===== config.mk =====
export PLATFORM = sky130hd
export DESIGN_NAME = vga_timing_lock_ctrl_flat
export DESIGN_NICKNAME = d
export VERILOG_FILES = /design/src/rtl/vga_timing_lock_ctrl_if.sv /design/src/rtl/vga_timing_lock_ctrl.sv /design/src/flat_wrapper.sv
export SDC_FILE = /design/constraint.sdc
export NUM_CORES = 1
export LEC_CHECK = 0
export CAP_MARGIN = 30
export CORE_MARGIN = 5
export CORE_UTILIZATION = 59
export DETAILED_ROUTE_END_ITERATION = 10
export GPL_TIMING_DRIVEN = 0
export HOLD_SLACK_MARGIN = 0.15
export PLACE_DENSITY = 0.82
export SYNTH_ARGS = -nofsm -noshare
export SYNTH_HDL_FRONTEND = slang
export SYNTH_SLANG_ARGS = --single-unit

===== constraint.sdc =====
create_clock -name iClk -period 6.09 [get_ports iClk]
set_input_delay 1.218 -clock iClk [delete_from_list [all_inputs] [get_ports iClk]]
set_output_delay 1.218 -clock iClk [all_outputs]
set_load 0.05 [all_outputs]

===== src/rtl/vga_timing_lock_ctrl_if.sv =====
// Host/receiver-side signal bundle for the VGA timing lock supervisor.
// No valid/ready pairs here: iCfgWe and iErrClr are single-cycle strobes sampled on the clock edge.
interface vga_timing_lock_ctrl_if #(
  parameter int H_OFF_W = 6,
  parameter int V_OFF_W = 6,
  parameter int CNT_W   = 16
);
  logic               iHsync;
  logic               iVsync;
  logic               iEnable;
  logic               iCfgWe;
  logic [H_OFF_W-1:0] iHOffset;
  logic [V_OFF_W-1:0] iVOffset;
  logic               iErrClr;
  logic [H_OFF_W-1:0] oHsyncOffset;
  logic [V_OFF_W-1:0] oVsyncOffset;
  logic               oRecvRst;
  logic               oLocked;
  logic               oErr;
  logic [CNT_W-1:0]   oLinePeriod;
  logic [CNT_W-1:0]   oFrameLines;
  logic [2:0]         oState;
  logic [2:0]         oGoodCnt;

  modport master (
    output iHsync, iVsync, iEnable, iCfgWe, iHOffset, iVOffset, iErrClr,
    input  oHsyncOffset, oVsyncOffset, oRecvRst, oLocked, oErr,
    input  oLinePeriod, oFrameLines, oState, oGoodCnt
  );

  modport slave (
    input  iHsync, iVsync, iEnable, iCfgWe, iHOffset, iVOffset, iErrClr,
    output oHsyncOffset, oVsyncOffset, oRecvRst, oLocked, oErr,
    output oLinePeriod, oFrameLines, oState, oGoodCnt
  );
endinterface


===== src/rtl/vga_timing_lock_ctrl.sv =====
// Measures hsync/vsync timing, declares lock after consecutive good frames, holds the
// receiver in reset while unlocked and applies host sync offsets on frame boundaries.
module vga_timing_lock_ctrl #(
  parameter int H_TOTAL     = 32,
  parameter int V_TOTAL     = 24,
  parameter int H_TOL       = 2,
  parameter int LOCK_FRAMES = 4,
  parameter int CNT_W       = 16
) (
  input logic                   iClk,
  input logic                   iRstN,
  vga_timing_lock_ctrl_if.slave bus
);
  localparam int H_OFF_W = $clog2(H_TOTAL) + 1;
  localparam int V_OFF_W = $clog2(V_TOTAL) + 1;
  localparam int GW      = $clog2(LOCK_FRAMES + 1);
  localparam logic [CNT_W-1:0] H_NOM = CNT_W'(2 * H_TOTAL);
  localparam logic [CNT_W-1:0] H_TMO = CNT_W'(8 * H_TOTAL);

  typedef enum logic [2:0] {
    S_IDLE    = 3'd0,
    S_WAIT_V  = 3'd1,
    S_MEASURE = 3'd2,
    S_LOCKED  = 3'd3,
    S_LOST    = 3'd4
  } state_t;

  state_t             r_state;
  logic [GW-1:0]      r_goodCnt;
  logic               r_locked, r_recvRst, r_err;
  logic [7:0]         r_hSh, r_vSh;
  logic [CNT_W-1:0]   r_hCnt, r_lineCnt, r_linePeriod, r_frameLines;
  logic               r_frameBad, r_exempt;
  logic [H_OFF_W-1:0] r_hShadow, r_hOff;
  logic [V_OFF_W-1:0] r_vShadow, r_vOff;

  logic               w_hEdge, w_vEdge, w_restart, w_timeout, w_hBad, w_good;
  logic [CNT_W-1:0]   w_hDev;

  // A qualified edge needs four low samples followed by four high samples.
  assign w_hEdge   = (r_hSh == 8'h0F);
  assign w_vEdge   = (r_vSh == 8'h0F);
  assign w_restart = bus.iEnable && (r_state == S_WAIT_V) && w_vEdge;
  assign w_timeout = (r_hCnt > H_TMO);
  assign w_hDev    = (r_hCnt > H_NOM) ? (r_hCnt - H_NOM) : (H_NOM - r_hCnt);
  assign w_hBad    = (w_hDev > CNT_W'(H_TOL));
  assign w_good    = !r_frameBad && (r_lineCnt == CNT_W'(V_TOTAL));

  always_ff @(posedge iClk) begin
    if (!iRstN) begin
      r_hSh        <= '0;
      r_vSh        <= '0;
      r_hCnt       <= '0;
      r_lineCnt    <= '0;
      r_linePeriod <= '0;
      r_frameLines <= '0;
      r_frameBad   <= 1'b0;
      r_exempt     <= 1'b0;
      r_hShadow    <= '0;
      r_vShadow    <= '0;
      r_hOff       <= '0;
      r_vOff       <= '0;
    end else begin
      r_hSh <= {r_hSh[6:0], bus.iHsync};
      r_vSh <= {r_vSh[6:0], bus.iVsync};

      if (w_hEdge || w_restart)      r_hCnt <= CNT_W'(1);
      else if (r_hCnt != '1)         r_hCnt <= r_hCnt + CNT_W'(1);

      if (w_vEdge)                   r_lineCnt <= '0;
      else if (w_hEdge && r_lineCnt != '1) r_lineCnt <= r_lineCnt + CNT_W'(1);

      if (w_hEdge) r_linePeriod <= r_hCnt;
      if (w_vEdge) r_frameLines <= r_lineCnt + CNT_W'(w_hEdge);

      // The first line after a restart is measured from vsync, not hsync, so it is not judged.
      if (w_restart)    r_exempt <= 1'b1;
      else if (w_hEdge) r_exempt <= 1'b0;

      if (w_vEdge)
        r_frameBad <= 1'b0;
      else if ((w_hEdge && !r_exempt && w_hBad) || w_timeout)
        r_frameBad <= 1'b1;

      if (bus.iCfgWe) begin
        r_hShadow <= bus.iHOffset;
        r_vShadow <= bus.iVOffset;
      end
      if (w_vEdge || r_state == S_IDLE) begin
        r_hOff <= bus.iCfgWe ? bus.iHOffset : r_hShadow;
        r_vOff <= bus.iCfgWe ? bus.iVOffset : r_vShadow;
      end
    end
  end

  always_ff @(posedge iClk) begin
    if (!iRstN) begin
      r_state   <= S_IDLE;
      r_goodCnt <= '0;
      r_locked  <= 1'b0;
      r_recvRst <= 1'b1;
      r_err     <= 1'b0;
    end else begin
      if (r_state == S_LOST)  r_err <= 1'b1;
      else if (bus.iErrClr)   r_err <= 1'b0;

      if (!bus.iEnable) begin
        r_state   <= S_IDLE;
        r_goodCnt <= '0;
        r_locked  <= 1'b0;
        r_recvRst <= 1'b1;
      end else begin
        case (r_state)
          S_IDLE: begin
            r_state   <= S_WAIT_V;
            r_goodCnt <= '0;
            r_locked  <= 1'b0;
            r_recvRst <= 1'b1;
          end
          S_WAIT_V: begin
            if (w_vEdge) begin
              r_state   <= S_MEASURE;
              r_goodCnt <= '0;
            end
          end
          S_MEASURE: begin
            if (w_timeout) begin
              r_state   <= S_WAIT_V;
              r_goodCnt <= '0;
            end else if (w_vEdge) begin
              if (!w_good) begin
                r_goodCnt <= '0;
              end else begin
                r_goodCnt <= r_goodCnt + GW'(1);
                if (r_goodCnt == GW'(LOCK_FRAMES - 1)) begin
                  r_state   <= S_LOCKED;
                  r_locked  <= 1'b1;
                  r_recvRst <= 1'b0;
                end
              end
            end
          end
          S_LOCKED: begin
            if (w_timeout || (w_vEdge && !w_good)) begin
              r_state   <= S_LOST;
              r_locked  <= 1'b0;
              r_recvRst <= 1'b1;
            end
          end
          S_LOST: begin
            r_state   <= S_WAIT_V;
            r_goodCnt <= '0;
          end
          default: begin
            r_state   <= S_IDLE;
            r_goodCnt <= '0;
            r_locked  <= 1'b0;
            r_recvRst <= 1'b1;
          end
        endcase
      end
    end
  end

  assign bus.oHsyncOffset = r_hOff;
  assign bus.oVsyncOffset = r_vOff;
  assign bus.oRecvRst     = r_recvRst;
  assign bus.oLocked      = r_locked;
  assign bus.oErr         = r_err;
  assign bus.oLinePeriod  = r_linePeriod;
  assign bus.oFrameLines  = r_frameLines;
  assign bus.oState       = r_state;
  assign bus.oGoodCnt     = r_goodCnt;
endmodule


===== src/flat_wrapper.sv =====
// flat-port wrapper written by rule: the top's interface ports become plain ports
module vga_timing_lock_ctrl_flat 
#(
  parameter int H_TOTAL     = 32,
  parameter int V_TOTAL     = 24,
  parameter int H_TOL       = 2,
  parameter int LOCK_FRAMES = 4,
  parameter int CNT_W       = 16
)
  (iClk, iRstN, bus_iHsync, bus_iVsync, bus_iEnable, bus_iCfgWe, bus_iHOffset, bus_iVOffset, bus_iErrClr, bus_oHsyncOffset, bus_oVsyncOffset, bus_oRecvRst, bus_oLocked, bus_oErr, bus_oLinePeriod, bus_oFrameLines, bus_oState, bus_oGoodCnt);
  vga_timing_lock_ctrl_if #(.CNT_W(CNT_W)) bus_i ();
  input logic iClk;
  input logic iRstN;
  input wire logic [$bits(bus_i.iHsync)-1:0] bus_iHsync;
  input wire logic [$bits(bus_i.iVsync)-1:0] bus_iVsync;
  input wire logic [$bits(bus_i.iEnable)-1:0] bus_iEnable;
  input wire logic [$bits(bus_i.iCfgWe)-1:0] bus_iCfgWe;
  input wire logic [$bits(bus_i.iHOffset)-1:0] bus_iHOffset;
  input wire logic [$bits(bus_i.iVOffset)-1:0] bus_iVOffset;
  input wire logic [$bits(bus_i.iErrClr)-1:0] bus_iErrClr;
  output wire logic [$bits(bus_i.oHsyncOffset)-1:0] bus_oHsyncOffset;
  output wire logic [$bits(bus_i.oVsyncOffset)-1:0] bus_oVsyncOffset;
  output wire logic [$bits(bus_i.oRecvRst)-1:0] bus_oRecvRst;
  output wire logic [$bits(bus_i.oLocked)-1:0] bus_oLocked;
  output wire logic [$bits(bus_i.oErr)-1:0] bus_oErr;
  output wire logic [$bits(bus_i.oLinePeriod)-1:0] bus_oLinePeriod;
  output wire logic [$bits(bus_i.oFrameLines)-1:0] bus_oFrameLines;
  output wire logic [$bits(bus_i.oState)-1:0] bus_oState;
  output wire logic [$bits(bus_i.oGoodCnt)-1:0] bus_oGoodCnt;
  assign bus_i.iHsync = bus_iHsync;
  assign bus_i.iVsync = bus_iVsync;
  assign bus_i.iEnable = bus_iEnable;
  assign bus_i.iCfgWe = bus_iCfgWe;
  assign bus_i.iHOffset = bus_iHOffset;
  assign bus_i.iVOffset = bus_iVOffset;
  assign bus_i.iErrClr = bus_iErrClr;
  assign bus_oHsyncOffset = bus_i.oHsyncOffset;
  assign bus_oVsyncOffset = bus_i.oVsyncOffset;
  assign bus_oRecvRst = bus_i.oRecvRst;
  assign bus_oLocked = bus_i.oLocked;
  assign bus_oErr = bus_i.oErr;
  assign bus_oLinePeriod = bus_i.oLinePeriod;
  assign bus_oFrameLines = bus_i.oFrameLines;
  assign bus_oState = bus_i.oState;
  assign bus_oGoodCnt = bus_i.oGoodCnt;
  vga_timing_lock_ctrl #(.H_TOTAL(H_TOTAL), .V_TOTAL(V_TOTAL), .H_TOL(H_TOL), .LOCK_FRAMES(LOCK_FRAMES), .CNT_W(CNT_W)) u_core (.iClk(iClk), .iRstN(iRstN), .bus(bus_i));
endmodule

# After elaboration in Yosys (flattened, before gate mapping)
# Cells that the tools add are included.
[totals]
wordCells = 108
in_bits = 19
output_inout_bits = 53
register_bits = 115
[classes]
muxes = 33
order_cmp = 3
n_addsub = 6
bitwise_logic = 3
n_reduce_logical = 26
eq_ne = 19
[ops]
columns = ["operator", "count"]
rows = [
  ["$add 16x1->16 const B", 2],
  ["$ne 16x16->1 const B", 2],
  ["$mux 3", 10],
  ["$add 16x1->16", 1],
  ["$eq 16x5->1 const B", 1],
  ["$eq 8x4->1 const B", 2],
  ["$gt 16x2->1 const B", 1],
  ["$gt 16x7->1 const B", 1],
  ["$gt 16x9->1 const B", 1],
  ["$mux 1", 16],
  ["$mux 16", 1],
  ["$sub 16x7->16 const B", 1],
  ["$sub 7x16->16 const A", 1],
  ["$mux 6", 2],
  ["$pmux 3 s4", 1],
  ["$ne 2x1->1 const B", 5],
  ["$eq 3x2->1 const B", 3],
  ["$ne 3x1->1 const B", 3],
  ["$pmux 3 s3", 1],
  ["$reduce_or 2->1", 4],
  ["$logic_and 1x1->1", 7],
  ["$pmux 1 s3", 2],
  ["$reduce_and 6->1", 1],
  ["$reduce_bool 2->1", 3],
  ["other kinds (11)", 18],
]

# Logic depth before layout (Yosys ltp)
# Gate-level depths: netlist (run 1).
[depth]
depth_word = 7
depth_mapped = 11
depth_no_buf = 10

# Worst setup path after synthesis (run 1)
# No wires, ideal clock.
[synth_timing]
path_type = "register to register"
start = "reg u_core.r_hSh[5]"
end = "reg u_core.r_frameLines[12] (netlist: u_core.bus.oFrameLines[12])"
arrival_time_ps = 2452
stages_incl_launch_ff = 11
setup_ps = 91
slack_ps = 3547
synth_period_minus_slack_ps = 2543
path_cell_list = "dfxtp_1 -> nor4_1 -> nand2_1 -> clkinv_1 -> clkbuf_1 -> ha_1 -> ha_1 -> and3_1 -> nand4_1 -> or3_1 -> a311oi_1"
[synth_via]
elab_chain_cells = 2
[synth_lines]
columns = ["element", "line_no", "rtl"]
rows = [
  ["start: declaration", "vga_timing_lock_ctrl.sv:31", "logic [7:0] r_hSh, r_vSh;"],
  ["start signal: assignment", "vga_timing_lock_ctrl.sv:64", "r_hSh <= {r_hSh[6:0], bus.iHsync};"],
  ["$eq 8x4->1", "vga_timing_lock_ctrl.sv:41", "assign w_hEdge = (r_hSh == 8'h0F);"],
  ["$add 16x1->16", "vga_timing_lock_ctrl.sv:74", "if (w_vEdge) r_frameLines <= r_lineCnt + CNT_W'(w_hEdge);"],
  ["end signal: assignment", "vga_timing_lock_ctrl.sv:74", ""],
  ["end: declaration", "vga_timing_lock_ctrl.sv:32", "logic [CNT_W-1:0] r_hCnt, r_lineCnt, r_linePeriod, r_frameLines;"],
]
# No other way between the ends.
# A chain may end at the register's enable or synchronous reset.

# Worst setup path in the final report (run 1)
# Same ends and word-level chain as after synthesis.

==> results of run 1 <==
-- final cells by class --
class | count | area [um2] | share of cell area [%]
Tap cell | 108 | 135 | 2.03
Timing Repair Buffer | 71 | 711 | 10.7
Multi-Input combinational cell | 439 | 2670 | 40.1
Sequential cell | 115 | 2300 | 34.5
Clock buffer | 19 | 422 | 6.32
Clock inverter | 13 | 198 | 2.96
Inverter | 16 | 60.1 | 0.900
Buffer | 37 | 169 | 2.53
-- through the flow --
stage / std cells / total power, W
floorplan: 607 / 0.000884
global placement: 786 / 0.000928
detailed placement: 786 / 0.000933
CTS: 818 / 0.00197
global route: 818 / 0.00202
finish: 818 / 0.00196
-- sequential cells by signal, indices dropped and copies added, names as in the netlist --
| name | cells |
|---|---|
| u_core.r_frameBad | 1 |
| u_core.bus.oFrameLines | 16 |
| u_core.bus.oLinePeriod | 16 |
| u_core.r_lineCnt | 16 |
| u_core.r_hCnt | 16 |
| u_core.bus.oRecvRst | 1 |
| u_core.r_hSh | 8 |
| u_core.r_vSh | 8 |
| u_core.r_vShadow | 6 |
| u_core.bus.oErr | 1 |
| u_core.r_hShadow | 6 |
| u_core.bus.oHsyncOffset | 6 |
| u_core.bus.oState | 3 |
| u_core.r_exempt | 1 |
| u_core.bus.oGoodCnt | 3 |
| u_core.bus.oLocked | 1 |
| u_core.bus.oVsyncOffset | 6 |
-- tightest hold or removal path, stage by stage (launching register included) --
cell and delay (ns):
dfxtp_1 0.30, nand2_1 0.05, a21oi_1 0.05
-- synth_stat cells, drive strengths merged (5+ instances only) --
master	number
a211oi	26
a21oi	34
a31oi	6
and2	22
and3	5
buf	14
clkbuf	23
dfxtp	115
ha	13
inv	15
mux2i	15
nand2	70
nand3	21
nand4	12
nor2	88
nor3	11
nor4	10
o21ai	9
or3	9
xnor2	17
xor2	21
-- power by group --
group,leakage [nW],switching [W],internal [W]
combinational,1.23,0.0000861,0.0000528
clock,0.298,0.000374,0.000672
sequential,0.933,0.00000988,0.000770
total,2.46,0.000470,0.00149
-- per-layer routing --
metal | GRT usage (%) | share of wire, % | vias up
li1 | - | - | 2292
met1 | 29.3 | 41 | 2313
met2 | 42.3 | 51 | 189
met3 | 6.89 | 6.2 | 34
met4 | 9.62 | 2.0 | 0
met5 | 0 | 0 | -
-- kinds of logic after synthesis --
family                     synth area share [%]
xor gates and xnor gates                   6.39
adders and majority gates                  3.13
AOI/OAI and AO/OA                          13.3
DFF                                        44.2
and+or+nand+nor                            25.6
buffers and inverters                      4.40
muxes                                      2.88
-- worst paths after layout --
check | from | endpoint | cells past startpoint
setup / recovery | u_core.r_hSh[5] | u_core.bus.oFrameLines[12] | 10
hold / removal | u_core.bus.oFrameLines[0] | u_core.bus.oFrameLines[0] | 2
setup reg to reg | u_core.r_hSh[5] | u_core.bus.oFrameLines[12] | 10
hold reg to reg | u_core.bus.oFrameLines[0] | u_core.bus.oFrameLines[0] | 2
==> results by group, run 1 <==
Run status
  • Status: finished, final reports clean

Clocking
  • Root Buffer: clkbuf_8
  • # hold bufs at CTS: 0
  • Post_cts resized: 0
  • Clk buf depth: 2
  • CTS H-Tree Depth: 4
  • Setup Buffers After CTS: 0
  • TritonCTS Buffers: 17
  • CTS tree: built
  • Latest clock arrival within the worst-skew pair: 0.52 ns
  • TritonCTS Sinks: 115
  • Worst-path clk slew: 0.06 ns

Power and ir drop
  • Lkg Pwr: 2.46 nW
  • Pwr dens: 295 nW/um2
  • VDD IR max: 0.000197 V

Route
  • Residual DRC: 0
  • DRT Pass-1 Iters: 5
  • Total wire length: approximately 13000 um
  • Routed length per instance: ~16 um
  • DR vias: roughly 4800
  • Via density: approximately 5.9
  • Post-route ant nets: 0
  • Iteration-0 DRC Markers: 231

Logic synthesis
  • Synth Register Bits: between 100 and 150
  • Distinct cells, synth: 61
  • Syn_nets: 639
  • Synth top area cells: dfxtp_1, nor2_1, nand2_1
  • Post-Synthesis Cells: 607
  • Synthesized cell area: 5200 um2
  • Async SR Flop Fraction: 0%
  • Yosys top cell by area: dfxtp_1
  • Number of synthesized flops with an enable pin: 0
  • Sequential share of the synthesized area: 44.2%
  • Synth Flop Type: dfxtp_1
  • Yosys warning count: 0
  • Post-synth top area share: 44.2%
  • Avg Inst Size Synth: 8.57 um2

Timing
  • Worst Tran Pin Value: 0.716 ns
  • Max_slew headroom: 51.8%
  • Min Tclk post-route: 3.20 ns
  • Skew final: roughly 0.0062 ns
  • Hold slack: 0.452 ns
  • Final setup margin: around 2.9 ns
  • Final Hold Viols: 0
  • Final Max Slew Viols: 0
  • RSZ-0062 raised after global routing: false
  • Tcrit/Tclk final: 52.6%
  • Total Neg Setup Slack: 0 ns
  • Max frequency: approximately 0.31 GHz
  • Setup-failing EPs final: 0

Worst setup path
  • CP required: approximately 6.5 ns
  • Crit path buf inv count: 2
  • Family with the most delay on the worst path: simple AND/OR/NAND/NOR gates
  • Cell mode on critical path: ha_1
  • Critical-path cell list: nor4_1 -> nand2_1 -> clkinv_1 -> clkbuf_1 -> ha_1 -> ha_1 -> and3_1 -> nand4_1 -> or3_1 -> a311oi_1
  • CP arrival: 3.62 ns
  • Critical path launch point type: register
  • Worst setup EP type: register
  • Crit-path max cell delay: around 0.40 ns
  • Setup CP Type: register to register
  • CP max-delay cell: clkbuf_1
  • Crit-path max FO: 10
  • Setup slack, reg-to-reg: 2.89 ns

Placed design
  • I/O Buffers: 71
  • Placer Congestion: about 1
  • Post-detail-place hpwl: 9390 um
  • Pre-CTS WS: 3.01 ns
  • Placed cell area: 6050 um2

Final layout
  • Post-route cell area: approximately 6700 um2
  • Layout fillers: between 600 and 700
  • Share of layout cells above drive strength 1: 8.59%
  • Layout area overhead: 28.1%
  • Layout net count: 729
  • Most frequent cells in the layout: dfxtp_1, nor2_1, clkdlybuf4s50_1
  • Final design utilization: 76.9%
  • Most common cell after layout, fill and taps aside: dfxtp_1
  • Diode count: 0

Hold path
  • Worst min path class: register to register

GRT
  • GRT Overall Usage: 24.7%
  • Grt ovf: 0
  • Global-route wire length before repair: 22200 um
  • Via count of the first global-routing pass: 4672
  • Largest net degree at the start of global routing: 17
  • Antenna violations before repair: 0

Run
  • Max-cap violations: 0

Die
  • Boundary pin count: just over 70
  • Initial Util: roughly 60%
  • Core area: 8680 um2
  • Site row count: 34
  • Die width: a little over 100 um
  • Die H: 104 um
  • Die Area: approximately 11000 um2
Power figures use the tool's default switching activity.
==> inputs of run 2 (changes only) <==
--- a/config.mk
+++ b/config.mk
@@ -7,11 +7,11 @@
 export LEC_CHECK = 0
 export CAP_MARGIN = 30
 export CORE_MARGIN = 5
-export CORE_UTILIZATION = 59
+export CORE_UTILIZATION = 55
 export DETAILED_ROUTE_END_ITERATION = 10
 export GPL_TIMING_DRIVEN = 0
 export HOLD_SLACK_MARGIN = 0.15
-export PLACE_DENSITY = 0.82
+export PLACE_DENSITY = 0.77
 export SYNTH_ARGS = -nofsm -noshare
 export SYNTH_HDL_FRONTEND = slang
 export SYNTH_SLANG_ARGS = --single-unit
==> constraint.sdc (replaced) <==
create_clock -name iClk -period 3 [get_ports iClk]
set_input_delay 0.6 -clock iClk [delete_from_list [all_inputs] [get_ports iClk]]
set_output_delay 0.6 -clock iClk [all_outputs]
set_load 0.05 [all_outputs]
==> run 2 against run 1 <==
- highest routed layer unchanged
- maximum frequency up 17%
- clock skew up 0.0024 ns
- final area up 1.4%
- clock-buffer cell count down 1
- sequential cell count unchanged
==> results by group, run 2 (same netlist as run 1, synthesis figures left out) <==
Placed design
  • Pre-CTS WS: -0.193 ns
  • I/O Buffers: 71
  • Placer Congestion: around 0.88
  • Placed Cells: between 800 and 900
  • Post-detail-place hpwl: 9180 um

Clocking
  • Worst-path clk slew: around 0.06 ns
  • TritonCTS Buffers: 17
  • Latest clock arrival within the worst-skew pair: 0.51 ns
  • TritonCTS Sinks: approximately 120
  • CTS tree: built
  • Root Buffer: clkbuf_8
  • Clk buf depth: 2
  • # hold bufs at CTS: 0
  • CTS H-Tree Depth: 4

Timing
  • Tcrit/Tclk final: between 90% and 100%
  • Total Neg Setup Slack: 0 ns
  • Max frequency: 0.366 GHz
  • Worst Tran Pin Value: 0.739 ns
  • Skew final: between 0.008 and 0.009 ns
  • Hold slack: 0.453 ns
  • Max_slew headroom: 50.7%
  • Final Max Slew Viols: 0
  • Min Tclk post-route: 2.73 ns
  • RSZ-0062 raised after global routing: false
  • Final setup margin: 0.269 ns
  • Setup-failing EPs final: 0
  • Final Hold Viols: 0

Final layout
  • Layout area overhead: 30.0%
  • Most frequent cells in the layout: dfxtp_1, nor2_1, clkdlybuf4s50_1
  • Share of layout cells above drive strength 1: 9.27%
  • Layout net count: 731
  • Diode count: 0
  • Most common cell after layout, fill and taps aside: dfxtp_1
  • Fin cells: 841

GRT
  • Global-route wire length before repair: 22200 um
  • Antenna violations before repair: 0
  • Grt ovf: 0
  • Via count of the first global-routing pass: about 4600
  • Largest net degree at the start of global routing: 18
  • GRT Overall Usage: 23.8%

Die
  • Die Area: 11500 um2
  • Core area: approximately 9200 um2
  • Initial Util: about 56%
  • Die H: between 100 and 150 um
  • Boundary pin count: 72
  • Die width: around 110 um
  • Site row count: 35

Run
  • Max-cap violations: 0

Worst setup path
  • Setup CP Type: register to register
  • Critical path launch point type: register
  • Cell mode on critical path: ha_1
  • CP arrival: between 3 and 4 ns
  • Crit-path max cell delay: 0.39 ns
  • Critical-path cell list: nor4_1 -> nand2_1 -> clkinvlp_4 -> ha_1 -> ha_1 -> and3_1 -> nand4_1 -> or3_1 -> a311oi_1
  • CP max-delay cell: or3_1
  • Worst setup EP type: register
  • Crit-path max FO: 6
  • CP required: 3.41 ns

Route
  • DRT Pass-1 Iters: 5
  • Total wire length: 13200 um
  • DR vias: approximately 4700
  • Routed length per instance: 15.7 um
  • Via density: 5.60
  • Iteration-0 DRC Markers: 195
  • Post-route ant nets: 0
  • Residual DRC: 0

Power and ir drop
  • Final Power: 0.00414 W
  • Lkg Pwr: 2.49 nW
  • Pwr dens: 612 nW/um2
  • VDD IR max: about 0.00035 V

Run status
  • Status: finished, final reports clean

Hold path
  • Worst min path class: register to register
run 2: changes by cell type in the layout (fill, tap and decap cells not counted):
cell and change:
buf_4 +3, clkinvlp_4 +2, clkbuf_1 -2, clkinv_4 -2, bufinv_16 +2, clkinv_1 -1
run 2: per-layer routing:
metal  wire length, um  global-route usage [%]  up-vias
met5                 0                       0        -
met2              6770                    41.3      128
met1              5750                    29.3     2257
met4               181                    8.40        0
met3               501                    4.44       22
li1                  -                       -     2299
run 2: cell type report:
cell class,count,area [um2]
Multi-Input combinational cell,439,2670
Fill cell,687,2470
Sequential cell,115,2300
Timing Repair Buffer,74,733
Clock buffer,18,418
Clock inverter,14,248
Buffer,36,165
Tap cell,129,161
Inverter,16,63.8
run 2: critical path: cells and delay by family, from the launching register on:
family,cells,cell delay [ns]
AND/OR/NAND/NOR,5,1.43
adder cells (fa/ha/maj),2,0.41
flip-flops,1,0.32
AO/OA/AOI/OAI,1,0.28
buffers and inverters,1,0.19
run 2: report_power, final:
| part | internal, W | switching [W] |
|---|---|---|
| clock network | 0.00153 | 0.000751 |
| logic | 0.000107 | 0.000172 |
| registers | 0.00156 | 0.0000199 |
run 2: worst paths after layout:
check	start	to	slack, ns	cells past startpoint
max	u_core.r_hSh[5]	u_core.bus.oFrameLines[12]	0.27	9
min	u_core.bus.oLinePeriod[7]	u_core.bus.oLinePeriod[7]	0.45	2
max reg2reg	u_core.r_hSh[5]	u_core.bus.oFrameLines[12]	0.27	9
min reg2reg	u_core.bus.oLinePeriod[7]	u_core.bus.oLinePeriod[7]	0.45	2
run 2: repair_timing:
| item | CTS | global route |
|---|---|---|
| setup buffers | 0 | 3 |
| setup endpoints to repair | 4 | 3 |
| resized for setup | 0 | 1 |
run 2: per-stage QoR:
stage	instance area [um2]	utilization [%]
CTS	6740	72.9
global placement	6080	65.8
detailed placement	6080	65.8
floorplan	5200	-
global route	6770	73.2
finish	6770	73.2
